File: src/rtl/ov7670_sccb_config.sv
// OV7670 power-up register loader: walks an external table and issues one
// SCCB 3-phase write (ID, register, data) per entry until 16'hFFFF is read.
module ov7670_sccb_config #(
    parameter int          DIV       = 250,
    parameter int          PWR_DELAY = 1_000_000,
    parameter logic [7:0]  DEV_ID    = 8'h42,
    parameter int          ADDR_W    = 8
) (
    input  logic              clk,
    input  logic              reset,
    input  logic              start,
    output logic [ADDR_W-1:0] rom_addr,
    input  logic [15:0]       rom_data,
    output logic              SCL,
    output logic              SDA,
    output logic              busy,
    output logic              done
);

    localparam int DIV_W = $clog2(DIV);
    localparam int PWR_W = $clog2(PWR_DELAY + 1);

    typedef enum logic [2:0] {
        WAIT_PWR,
        FETCH,
        START,
        BITS,
        STOP,
        GAP,
        DONE
    } state_t;

    state_t              state, state_n;
    logic [DIV_W-1:0]    div_cnt;
    logic [PWR_W-1:0]    pwr_cnt, pwr_cnt_n;
    logic [1:0]          qtr, qtr_n;
    logic [4:0]          bit_cnt, bit_cnt_n;
    logic [26:0]         shreg, shreg_n;
    logic [ADDR_W-1:0]   rom_addr_n;
    logic                scl_n, sda_n;
    logic                tick;

    assign tick = (div_cnt == DIV_W'(DIV - 1));

    // Control state and registered pin values
    always_ff @(posedge clk or negedge reset) begin
        if (!reset) begin
            state    <= WAIT_PWR;
            div_cnt  <= '0;
            pwr_cnt  <= '0;
            qtr      <= '0;
            rom_addr <= '0;
            SCL      <= 1'b1;
            SDA      <= 1'b1;
            busy     <= 1'b0;
            done     <= 1'b0;
        end else begin
            state    <= state_n;
            // Quarter divider restarts on every state entry
            if (state_n != state || tick)
                div_cnt <= '0;
            else
                div_cnt <= div_cnt + 1'b1;
            pwr_cnt  <= pwr_cnt_n;
            qtr      <= qtr_n;
            rom_addr <= rom_addr_n;
            SCL      <= scl_n;
            SDA      <= sda_n;
            busy     <= (state_n != DONE);
            done     <= (state_n == DONE);
        end
    end

    // Shift datapath carries no reset
    always_ff @(posedge clk) begin
        shreg   <= shreg_n;
        bit_cnt <= bit_cnt_n;
    end

    always_comb begin
        state_n    = state;
        pwr_cnt_n  = pwr_cnt;
        qtr_n      = qtr;
        bit_cnt_n  = bit_cnt;
        shreg_n    = shreg;
        rom_addr_n = rom_addr;
        scl_n      = SCL;
        sda_n      = SDA;

        case (state)
            WAIT_PWR: begin
                if (pwr_cnt == PWR_W'(PWR_DELAY - 1)) begin
                    pwr_cnt_n  = '0;
                    rom_addr_n = '0;
                    state_n    = FETCH;
                end else begin
                    pwr_cnt_n = pwr_cnt + 1'b1;
                end
            end
            // Second FETCH cycle leaves room for a registered ROM
            FETCH: begin
                if (div_cnt == DIV_W'(1)) begin
                    if (rom_data == 16'hFFFF) begin
                        state_n = DONE;
                    end else begin
                        shreg_n = {DEV_ID, 1'b1, rom_data[15:8], 1'b1, rom_data[7:0], 1'b1};
                        state_n = START;
                        qtr_n   = 2'd0;
                        scl_n   = 1'b1;
                        sda_n   = 1'b1;
                    end
                end
            end
            START: begin
                if (tick) begin
                    if (qtr == 2'd0) begin
                        qtr_n = 2'd1;
                        sda_n = 1'b0;
                    end else begin
                        state_n   = BITS;
                        qtr_n     = 2'd0;
                        bit_cnt_n = 5'd0;
                        scl_n     = 1'b0;
                        sda_n     = shreg[26];
                    end
                end
            end
            BITS: begin
                if (tick) begin
                    case (qtr)
                        2'd0: begin
                            scl_n = 1'b1;
                            qtr_n = 2'd1;
                        end
                        2'd1: qtr_n = 2'd2;
                        2'd2: begin
                            scl_n = 1'b0;
                            qtr_n = 2'd3;
                        end
                        default: begin
                            qtr_n = 2'd0;
                            if (bit_cnt == 5'd26) begin
                                state_n = STOP;
                                sda_n   = 1'b0;
                            end else begin
                                bit_cnt_n = bit_cnt + 1'b1;
                                shreg_n   = {shreg[25:0], 1'b0};
                                sda_n     = shreg[25];
                            end
                        end
                    endcase
                end
            end
            STOP: begin
                if (tick) begin
                    if (qtr == 2'd0) begin
                        scl_n = 1'b1;
                        qtr_n = 2'd1;
                    end else if (qtr == 2'd1) begin
                        sda_n = 1'b1;
                        qtr_n = 2'd2;
                    end else begin
                        state_n = GAP;
                        qtr_n   = 2'd0;
                    end
                end
            end
            GAP: begin
                if (tick) begin
                    if (qtr == 2'd3) begin
                        // Last table slot ends the walk instead of wrapping to 0
                        if (rom_addr == {ADDR_W{1'b1}}) begin
                            state_n = DONE;
                        end else begin
                            rom_addr_n = rom_addr + 1'b1;
                            state_n    = FETCH;
                        end
                    end else begin
                        qtr_n = qtr + 1'b1;
                    end
                end
            end
            DONE: begin
                scl_n = 1'b1;
                sda_n = 1'b1;
                if (start) begin
                    rom_addr_n = '0;
                    state_n    = FETCH;
                end
            end
            default: state_n = WAIT_PWR;
        endcase
    end

endmodule
File: config.mk
export PLATFORM = sky130hd
export DESIGN_NAME = ov7670_sccb_config
export DESIGN_NICKNAME = d
export VERILOG_FILES = /design/src/rtl/ov7670_sccb_config.sv
export SDC_FILE = /design/constraint.sdc
export NUM_CORES = 1
export LEC_CHECK = 0
export BUFFER_PORTS_ARGS = -buffer_cell sky130_fd_sc_hd__buf_2
export CAP_MARGIN = 10
export CORE_UTILIZATION = 55
export CTS_BUF_LIST = sky130_fd_sc_hd__clkbuf_2
export CTS_CLUSTER_SIZE = 20
export DETAILED_ROUTE_END_ITERATION = 12
export GPL_TIMING_DRIVEN = 0
export PLACE_DENSITY = 0.74
export SETUP_SLACK_MARGIN = 0.2
export SLEW_MARGIN = 20
export SYNTH_ARGS = -nofsm -noshare
export SYNTH_HDL_FRONTEND = slang
export SYNTH_SLANG_ARGS = --single-unit
File: constraint.sdc
create_clock -name clk -period 3.8 [get_ports clk]
set_input_delay 0.95 -clock clk [delete_from_list [all_inputs] [get_ports clk]]
set_output_delay 0.95 -clock clk [all_outputs]
set_load 0.1 [all_outputs]
* Word-level counts from Yosys, hierarchy flattened
Cells that the tools add are included.
** Word-level totals
- Register bits :: 77
- Bits of input ports :: 19
- Output and inout port bits :: 12
- Word-level logic and storage cells :: 133
** Cells by class
- Add/sub/neg operators :: 5
- Eq/ne operators :: 36
- Mux-type cells :: 66
- Reductions and logical operators :: 15
** Operator list (count)
- 27-bit two-way mux :: 5
- 27-bit one-hot mux with 2 select lines :: 1
- 8-bit two-way mux :: 6
- 3-bit two-way mux :: 15
- 2-bit inequality test, second input constant :: 17
- 5-bit two-way mux :: 5
- 8-bit one-hot mux with 3 select lines :: 1
- 3-bit one-hot mux with 7 select lines :: 1
- 20-bit by 1-bit adder with 20-bit output, second input constant :: 1
- 20-bit equality test, second input constant :: 1
- 20-bit two-way mux :: 1
- 2-bit two-way mux :: 9
- 6-bit AND reduction :: 3
- 9-bit AND reduction :: 2
- 8-bit by 1-bit adder with 8-bit output, second input constant :: 2
- 16-bit equality test, second input constant :: 1
- 8-bit equality test, second input constant :: 2
- 1-bit two-way mux :: 16
- 3-bit equality test, second input constant :: 4
- 1-bit one-hot mux with 5 select lines :: 2
- 2-bit one-hot mux with 5 select lines :: 1
- 5-bit one-hot mux with 2 select lines :: 1
- 5-bit nonzero test :: 2
- 8-bit by 1-bit equality test with 1-bit output, second input constant :: 1
- other kinds (18) :: 22

* Logic depth before layout (Yosys ltp)
Gate-level depths: netlist of the first run.
- Depth in word-level cells :: 8
- Gate-level depth with buffers :: 8
- Mapped depth without buffers :: 7

* Worst setup path before layout of the first run
OpenSTA, ideal clock, no wires.
- Path type :: register to register
- Start point :: reg state[0]
- End point :: reg shreg[0], enable pin
- Library setup time :: 0.411 ns
- Data arrival time :: 2.456 ns
- Data required time :: 3.389 ns
- Path slack :: 0.933 ns
- Cell stages (with the launch flop) :: 7
- Path buffers :: 3
- Period minus slack after synthesis :: 2.867 ns
- Cell sequence :: dfrtp_1 > clkbuf_1 > and2_1 > clkbuf_1 > clkbuf_1 > a21oi_1 > nor2_1
** On the way
- Cells in the longest elaborated chain, start to end :: 3
- Elaborated cells on any way between the ends :: 9
- Those cells by class :: eq/ne (7); reduce/logical (2)
** RTL lines
- start, declared :: line 33 : state_t state, state_n;
- start signal, assigned :: line 58 : state <= state_n;
- 3-bit by 2-bit equality test with 1-bit output or 3-bit by 1-bit equality test with 1-bit output (tied branches) :: line 90 : case (state)
- 2-bit inequality test (no line) or 2-bit nonzero test (tied branches)
- 6-bit AND reduction (no line) (*)
- end signal, assigned :: line 76 : shreg <= shreg_n;
- end, declared :: line 38 : logic [26:0] shreg, shreg_n;
Every way passes the cells marked *; elsewhere a longest branch is shown, timed or not.
A chain may end at the register's enable or synchronous reset.

* Final worst setup path of the first run
- Start point :: reg state[0]
- End point :: reg shreg[26], enable pin
The elaborated chain is that of the path after synthesis.

==> results of run 1 <==
-- synth_stat cells (2+ instances only) --
cell	count
o31ai_1	8
or4_1	5
nand4b_1	2
a31oi_1	5
o21ai_0	8
xor2_1	10
a41oi_1	2
xnor2_1	16
nor2_1	31
buf_1	3
a22oi_1	3
nand2b_1	12
nor3_1	6
and2_1	4
or3_1	2
and4_1	2
nand2_1	70
ha_1	12
a21oi_1	14
dfstp_2	2
and3_1	13
clkbuf_1	13
mux2i_1	4
dfrtp_1	43
a211oi_1	5
nor2b_1	3
edfxtp_1	32
a32oi_1	2
inv_1	9
nor4_1	2
nand4_1	14
nand3_1	23
-- per-layer routing --
| metal | wire length [µm] | global-route usage (%) | vias up |
|---|---|---|---|
| met4 | 97 | 7.60 | 0 |
| met5 | 0 | 0 | - |
| met3 | 362 | 3.70 | 9 |
| met2 | 3540 | 35.7 | 73 |
| met1 | 3780 | 33.0 | 1491 |
| li1 | - | - | 1522 |
-- layout by cell type, fill, tap and decap left out, types with 6 or more instances in the layout --
cell type | Yosys | layout
o31ai_1 | 8 | 8
clkbuf_1 | 13 | 13
edfxtp_1 | 32 | 32
xor2_1 | 10 | 10
dfrtp_1 | 43 | 43
xnor2_1 | 16 | 16
nand2b_1 | 12 | 12
o21ai_0 | 8 | 8
nand4_1 | 14 | 14
nor3_1 | 6 | 6
nand3_1 | 23 | 23
a21oi_1 | 14 | 14
clkbuf_2 | 0 | 9
ha_1 | 12 | 12
buf_2 | 0 | 29
nor2_1 | 31 | 30
nand2_1 | 70 | 70
and3_1 | 13 | 13
inv_1 | 9 | 9
-- logic make-up after synthesis --
group / synth area share [%]
XOR/XNOR: 5.67
adder cells (fa/ha/maj): 3.74
buffers and inverters: 2.62
AO/OA/AOI/OAI: 8.82
AND/OR/NAND/NOR: 25.9
multiplexers: 1.28
flip-flops: 52.0
-- worst paths after layout --
kind	end	depth (start not counted)
max	shreg[26]	6
min in group clk	pwr_cnt[11]	1
max in group asynchronous	pwr_cnt[14]	1
min	qtr[1]	1
min reg2reg	pwr_cnt[11]	1
max reg2reg	shreg[26]	6
-- worst max-delay path: cells and delay by family, from the launching register on --
family,cells,cell delay (ns)
compound gates,1,0.17
buf+inv,3,0.91
flops,1,0.37
simple gates,2,0.80
-- flip-flops by register name (all words and copies together) (netlist names) --
register and count:
busy 1, SDA 1, state 3, bit_cnt 5
pwr_cnt 20, div_cnt 8, rom_addr 8, SCL 1
qtr 2, done 1, shreg 27
-- power by group --
group | internal, mW | switching [mW] | leakage, nW
clock network | 0.143 | 0.267 | 0.0679
registers | 0.864 | 0 | 0.865
logic | 0.0106 | 0.0192 | 0.927
total | 1.02 | 0.286 | 1.86
-- through the flow --
step                      setup WS [ns]  cells  cell area, µm²  power [mW]
after floorplan                   0.933    401            4020       0.888
after global placement            0.246    527            4290       0.910
after detailed placement           1.16    527            4290       0.911
after CTS                          1.14    543            4400        1.32
after global routing              0.959    543            4400        1.36
final                              1.20    543            4400        1.30
-- area by class of cell --
type,instances,share of cell area (%)
tap,96,2.73
timing repair buffer,30,3.47
sequential,77,47.5
multi-input combinational,298,41.6
clock inverter,7,1.28
buffer,17,1.62
clock buffer,9,1.02
inverter,9,0.768
==> flow_summary.yaml, run 1 <==
status:
  outcome: "finished, final reports clean"
sta:
  worst_pin_slew_ns: 0.745
  worst_hold_slack_ns: 0.416
  rsz0062_at_grt: "no"
  report.final.setup_viol: 0
  tns_ns: 0
  slew_violations: 0
  timing.final.crit_period_ns: 2.60
  relSlewSlack_pct: 49.9
  fin_crit_sh_pct: 68.4
  finClkSkew_ns: 0.0229
  timing.fmax_ghz: 0.385
  hold_violations: 0
worst_setup_path:
  r2r_setup_slack_ns: 1.20
  crit_top_cell: "clkbuf_1"
  reg2reg_from: "state[0]"
  worstPathRequired_ns: 3.96
  cp-end-kind: "flip-flop"
  slowest_stage: "nor2_4"
  slowest_delay_ns: 0.62
  worstSetupStartpointType: "flip-flop"
  cp-startpoint: "state[0]"
  path_cells: "clkbuf_1 -> and2_1 -> clkbuf_1 -> clkbuf_1 -> a21oi_1 -> nor2_4"
  worst-setup-path-type: "flip-flop to flip-flop"
  critPathMaxFanout: 27
  arrival_ns: 2.76
clock_network:
  clk_pin_slew_ns: 0.20
  clk_path_buf_depth: 2
  cts_buffers: 9
  cts_tree: "built"
  cts_resized: 0
  numClockSinks: 77
  h-tree-depth: 3
  root_buffer: "clkbuf_2"
  clock_latency_ns: 0.50
  post-cts-setup-buffer-count: 0
  holdBufCountCts: 0
yosys:
  syn_inst: 401
  yosysSeqAreaShare_pct: 52.0
  synthFlopType: "dfrtp_1"
  syn_nets: 432
  yosysUniqueCellTypes: 53
  yosysWarningCount: 0
  synth_enable_flop_cells: 32
  ys_ff_latch: 77
  synth_largest_area_cell: "dfrtp_1"
  synthTopCellsByArea: "dfrtp_1 (27%), edfxtp_1 (24%), nand2_1 (6.5%), ha_1 (3.7%), xnor2_1 (3.5%)"
  syn_area_um2: 4020
  async_flop_share_pct: 58.4
  yosysTopAreaCellShare_pct: 26.8
  avgSynthCellArea_um2: 10.0
floorplanning:
  core_um2: 6910
  dieArea_um2: 7650
  die_w_um: 87.5
  die_h_um: 87.5
  boundaryPins: 31
  placementRows: 30
  start_util_pct: 58.2
layout:
  nets: 473
  multiInputGateArea_um2: 1830
  regArea_um2: 2090
  drive_gt1_share_pct: 12.8
  fillers: 620
  final_util_pct: 63.7
  n_antenna_cell: 0
  area_growth_pct: 9.50
global_route:
  grt-ovfl-total: 0
  antenna_found_initial: 0
  grt_pass1_wl_um: 13500
  grt_pass1_vias: 2903
  grt_max_degree: 46
  grt_usage_pct: 23.0
power_and_ir_drop:
  power_density_nw_per_um2: 296
  p_leak_nw: 1.86
  peakVddDrop_mv: 0.168
detailed_routing:
  drc: 0
  drt_iter0_markers: 220
  vias: 3095
  antenna_left: 0
  totalWireLength_um: 7780
  viasPerCell: 5.70
  wl_per_cell_um: 14.3
  dr.pass1.iters: 4
flow_run:
  cap_violations: 0
placed_design:
  gp_congestion: 0.874
  numPortBuffers: 30
  dp_hpwl_um: 5580
hold_path:
  min_path_type: "primary input to async pin"
No activity file was read; power rests on OpenSTA's default activity.
==> run 2: changes to the inputs <==
Settings changed: ABC_AREA from default to 1, PLACE_DENSITY 0.74 to 0.77.
Clock period 3.8 ns to 2.2 ns, I/O delays scaled along.
==> run 2 against run 1 <==
Power rose by 82%; final area is 13% higher; final cell count increased by 26%; core utilization rose by 0.55 points; wire length rose by 16%; sequential power is 72% higher; highest routed layer unchanged.
==> flow_summary.yaml, run 2 <==
hold_path:
  worstHoldStart: "rom_data[12]"
  min_path_type: "primary input to flip-flop"
  hold_end: "shreg[14]"
  worst_hold_path.num_cells: 3
global_route:
  grt_usage_pct: 23.5
  grt_max_degree: 46
  grt_pass1_wl_um: 15800
  antenna_found_initial: 0
  grt-ovfl-total: 0
  grt_pass1_vias: 3543
yosys:
  async_flop_share_pct: 58.4
  yosys.area_share.simple_pct: 34.1
  synthAdderAreaFrac_pct: 3.38
  syn_area_um2: 4440
  synth_top_family_by_area: "simple AND/OR/NAND/NOR gates"
  yosysMostFrequentCell: "nand2_1"
  synth_largest_area_cell: "dfrtp_1"
  synth_enable_flop_cells: 32
  yosysWarningCount: 0
  yosysTopAreaCellShare_pct: 24.2
  yosysSeqAreaShare_pct: 47.1
  synth_compound_area_share_pct: 5.27
  syn_nets: 563
  ys_ff_latch: 77
  synthXorXnorAreaFrac_pct: 3.75
  synthMuxAreaShare_pct: 0
  yosysUniqueCellTypes: 41
  synthTopCellsByArea: "dfrtp_1 (24%), edfxtp_1 (22%), nand2_1 (12%), inv_1 (4.4%), nor2_1 (4.4%)"
  syn_inst: 532
  synth_commonest_cells: "nand2_1 (142), inv_1 (52), nor2_1 (52)"
  avgSynthCellArea_um2: 8.35
  synthFlopType: "dfrtp_1"
floorplanning:
  start_util_pct: 57.2
  placementRows: 32
  die_h_um: 91.9
  boundaryPins: 31
  dieArea_um2: 8440
  core_um2: 7770
  die_w_um: 91.9
worst_setup_path:
  cp_top_family: "compound AO/OA/AOI/OAI gates"
  path_cells: "buf_6 -> inv_4 -> nand2_4 -> nor2_4 -> o21ai_4 -> a221oi_4 -> buf_6"
  crit_top_cell: "buf_6"
  worstPathRequired_ns: 2.45
  cp-end-kind: "flip-flop"
  slowest_delay_ns: 0.42
  r2r_cells: 7
  slowest_stage: "dfrtp_1"
  arrival_ns: 2.21
  r2r_setup_slack_ns: 0.24
  cp_num_buf_inv: 3
  worst-setup-path-type: "flip-flop to flip-flop"
  cp-startpoint: "state[2]"
  critPathMaxFanout: 16
  reg2reg_to: "shreg[8]"
  reg2reg_from: "state[2]"
  worstSetupStartpointType: "flip-flop"
layout:
  final_common_cell: "nand2_1"
  drive_gt1_share_pct: 21.3
  area_growth_pct: 12.3
  largest_registers: "shreg: 27 flops, pwr_cnt: 20 flops"
  layout_common_cells: "nand2_1 (142), nor2_1 (52), inv_1 (51)"
  largest_reg_flops: 27
  final_cell_area_um2: 4990
  n_antenna_cell: 0
  nets: 609
  largest_register: "shreg"
detailed_routing:
  totalWireLength_um: 9010
  viasPerCell: 5.36
  wl_per_cell_um: 13.2
  antenna_left: 0
  drt_iter0_markers: 207
  vias: 3669
  dr.pass1.iters: 5
  drc: 0
clock_network:
  cts_buffers: 9
  h-tree-depth: 3
  numClockSinks: 77
  clk_path_buf_depth: 2
  root_buffer: "clkbuf_2"
  clock_latency_ns: 0.53
  cts_tree: "built"
  clk_pin_slew_ns: 0.23
sta:
  worst_pin_slew_ns: 0.582
  fin_crit_sh_pct: 88.9
  hold_violations: 0
  layout_setup_ws_ns: 0.245
  finClkSkew_ns: 0.0303
  report.final.setup_viol: 0
  relSlewSlack_pct: 61.2
  rsz0062_at_grt: "yes"
  timing.fmax_ghz: 0.511
  slew_violations: 0
  timing.final.crit_period_ns: 1.96
placed_design:
  numPortBuffers: 30
  dp_hpwl_um: 6440
  dpl_worst_slack_ns: -0.0711
  gp_congestion: 0.891
  placed_cell_area_um2: 4780
power_and_ir_drop:
  internal-power_mw: 1.79
  p_seq_share_pct: 63.1
  power_density_nw_per_um2: 475
  power.switching_mw: 0.574
  p_leak_nw: 2.21
  peakVddDrop_mv: 0.247
  p_sw_share_pct: 24.2
  comb_power_share_pct: 2.3
  clock_power_share_pct: 34.6
status:
  outcome: "finished, final reports clean"
flow_run:
  cap_violations: 0
[run 2: kinds of logic after synthesis]
logic type               count (synthesis)
AND/OR/NAND/NOR                        311
flip-flops                              77
buffers and inverters                   72
AO/OA/AOI/OAI                           41
XOR/XNOR                                19
adder cells (fa/ha/maj)                 12
[run 2: power groups by stage]
stage	Sequential (mW)	Clock, mW	Combinational, mW
detailed placement	1.52	0	0.0549
global placement	1.52	0	0.0530
floorplan	1.52	0	0.0154
global route	1.49	0.892	0.0660
finish	1.49	0.818	0.0553
CTS	1.49	0.839	0.0549
[run 2: layout make-up]
cell class	count	area, µm²
Clock buffer	10	50.0
Sequential cell	77	2100
Fill cell	685	2780
Multi-Input combinational cell	383	2130
Tap cell	102	128
Inverter	61	234
Clock inverter	6	68.8
Buffer	11	60.1
Timing Repair Buffer	35	224
[run 2: through the flow]
| stage | hold slack (ns) | util (%) | instances | setup TNS (ns) | total power [mW] |
|---|---|---|---|---|---|
| 6_report | 0.279 | 64.2 | 685 | 0 | 2.37 |
| 2_1_floorplan | 0.254 | - | 532 | 0 | 1.54 |
| 4_1_cts | 0.153 | 63.6 | 683 | 0 | 2.39 |
| 3_3_place_gp | 0.471 | 61.4 | 664 | -8.66 | 1.57 |
| 3_5_place_dp | 0.472 | 61.5 | 665 | -1.13 | 1.58 |
| 5_1_grt | 0.224 | 64.2 | 685 | 0 | 2.45 |
[run 2: worst max-delay path by stage]
stage | slack, ns | cells after the start | endpoint
5_1_grt | 0.16 | 9 | rom_addr[4]
4_1_cts | 0.22 | 1 | SCL
2_1_floorplan | 0.04 | 6 | shreg[0]
3_5_place_dp | -0.07 | 9 | shreg[11]
3_3_place_gp | -0.32 | 8 | shreg[10]
6_report | 0.24 | 7 | shreg[8]
[run 2: worst register-to-register path: cells and delay by family (launching register included)]
family / cells / cell delay (ns)
flops: 1 / 0.42
simple gates: 2 / 0.32
compound gates: 2 / 0.47
buf+inv: 3 / 0.46
[run 2: repair_timing]
| item | CTS | global route |
|---|---|---|
| gates resized for setup | 7 | 8 |
| endpoints found under the hold margin | 0 | 9 |
| setup buffers | 2 | 1 |
| setup endpoints to repair | 37 | 33 |
| pin swaps | 1 | 1 |
| hold buffers | 0 | 1 |
[run 2: layer usage]
| layer | wire length (µm) | global-route usage, % | vias to the layer above |
|---|---|---|---|
| li1 | - | - | 1837 |
| met1 | 4090 | 31.6 | 1718 |
| met2 | 4380 | 37.7 | 97 |
| met3 | 381 | 3.81 | 17 |
| met4 | 156 | 9.90 | 0 |
| met5 | 0 | 0 | - |
==> run 3: changes to the inputs <==
Settings changed: CORE_UTILIZATION 55 to 30, PLACE_DENSITY 0.77 to default, RECOVER_POWER from default to 25.
==> run 3 against run 2 <==
Register-to-register slack gained 0.07 ns; clock power grew 2%; setup slack gained 0.070 ns; critical path type unchanged; largest power group unchanged.
==> flow_summary.yaml, run 3 (synthesized netlist as in run 2, its figures left out) <==
layout:
  n_antenna_cell: 0
  nets: 613
  drive_gt1_share_pct: 21.8
  largest_register: "shreg"
  layout_common_cells: "nand2_1 (142), nor2_1 (52), inv_1 (51)"
  area_growth_pct: 15.9
  largest_reg_flops: 27
  largest_registers: "shreg: 27 flops, pwr_cnt: 20 flops"
  final_common_cell: "nand2_1"
status:
  outcome: "finished, final reports clean"
worst_setup_path:
  r2r_cells: 7
  slowest_stage: "dfrtp_1"
  slowest_delay_ns: 0.41
  reg2reg_to: "shreg[8]"
  cp_num_cells: 7
  worstSetupStartpointType: "flip-flop"
  cp_top_family: "buffers and inverters"
  cp-end-kind: "flip-flop"
  arrival_ns: 2.17
  critPathMaxFanout: 12
  worst-setup-path-type: "flip-flop to flip-flop"
  cp_num_buf_inv: 5
  r2r_setup_slack_ns: 0.31
  cp-startpoint: "state[0]"
  path_cells: "buf_4 -> inv_2 -> nor2_4 -> buf_2 -> a221oi_4 -> buf_6 -> buf_8"
  reg2reg_from: "state[0]"
  crit_end: "shreg[8]"
  worstPathRequired_ns: 2.48
placed_design:
  numPortBuffers: 30
  dp_hpwl_um: 6600
  gp_congestion: 0.867
clock_network:
  h-tree-depth: 3
  root_buffer: "clkbuf_2"
  clk_path_buf_depth: 2
  clk_pin_slew_ns: 0.25
  cts_tree: "built"
  numClockSinks: 77
  cts_buffers: 9
  clock_latency_ns: 0.54
sta:
  worst_pin_slew_ns: 1.14
  relSlewSlack_pct: 24.0
  rsz0062_at_grt: "yes"
  finClkSkew_ns: 0.0233
  timing.fmax_ghz: 0.530
  hold_violations: 0
  worst_hold_slack_ns: 0.258
  slew_violations: 0
  timing.final.crit_period_ns: 1.89
  report.final.setup_viol: 0
  fin_crit_sh_pct: 85.7
floorplanning:
  core_um2: 14500
  die_w_um: 124
  placementRows: 44
  die_h_um: 124
  start_util_pct: 30.7
  dieArea_um2: 15300
  boundaryPins: 31
power_and_ir_drop:
  p_leak_nw: 2.24
  peakVddDrop_mv: 0.229
  total_power_mw: 2.38
  power_density_nw_per_um2: 462
global_route:
  grt_pass1_wl_um: 15500
  grt-ovfl-total: 0
  grt_usage_pct: 12.9
  antenna_found_initial: 0
  grt_pass1_vias: 3279
  grt_max_degree: 46
detailed_routing:
  viasPerCell: 4.66
  drc: 0
  totalWireLength_um: 9070
  wl_per_cell_um: 11.8
  dr.pass1.iters: 5
  drt_iter0_markers: 177
  antenna_left: 0
  vias: 3594
hold_path:
  min_path_type: "primary input to flip-flop"
  worstHoldStart: "rom_data[1]"
flow_run:
  cap_violations: 0
run 3: changes by cell type in the layout (fill, tap and decap cells not counted), moves of 2 or more:
cell,previous run,this run
inv_6,3,0
buf_8,0,2
buf_2,24,22
buf_4,9,14
clkbuf_4,3,1
clkinv_4,1,5
run 3: how the worst min path moves through the flow:
stage / end / slack (ns) / depth (start not counted)
floorplan: busy / 0.25 / 0
global placement: SCL / 0.46 / 2
detailed placement: SCL / 0.46 / 2
CTS: div_cnt[3] / 0.13 / 1
global route: shreg[4] / 0.19 / 3
finish: shreg[2] / 0.26 / 3
run 3: final cells by class:
cell class,instances,area [µm²]
plain buffers,11,60.1
repair buffers,39,280
multi-input cells,383,2120
clock inverters,7,85.1
inverters,61,234
well taps,184,230
clock buffers,9,45.0
fillers,1473,9330
flip-flops and latches,77,2100
run 3: metrics by stage:
stage	util (%)	std cells	setup slack [ns]	cell area (µm²)	TNS [ns]
2_1_floorplan	-	532	0.0370	4490	0
3_3_place_gp	33.6	746	-0.358	4870	-9.63
3_5_place_dp	33.8	748	0.0266	4890	0
4_1_cts	35.1	766	0.198	5090	0
5_1_grt	35.6	771	0.197	5150	0
6_report	35.6	771	0.315	5150	0
run 3: layer usage:
layer	wire [µm]	global-route usage [%]	vias to the layer above	part of all wire [%]
met4	109	4.67	0	1.2
met5	0	0	-	0
met2	4070	19.8	73	45
met1	4390	17.1	1663	48
li1	-	-	1847	-
met3	492	3.89	11	5.4
run 3: what timing repair did:
item	in CTS	in global routing
hold buffers	0	1
endpoints found under the setup margin	24	41
buffers inserted	2	4
endpoints found under the hold margin	0	43
pin swaps	0	1
resized for setup	14	6
run 3: power by group:
part           internal (mW)  switching, mW  leakage, nW
clock                  0.281          0.551       0.0782
combinational         0.0201         0.0341         1.32
sequential              1.49              0        0.849
run 3: worst reg2reg max path, cell delays in order (launching register included):
cell and delay, ns:
dfrtp_1 0.41, buf_4 0.17, inv_2 0.14, nor2_4 0.09
buf_2 0.21, a221oi_4 0.32, buf_6 0.15, buf_8 0.14
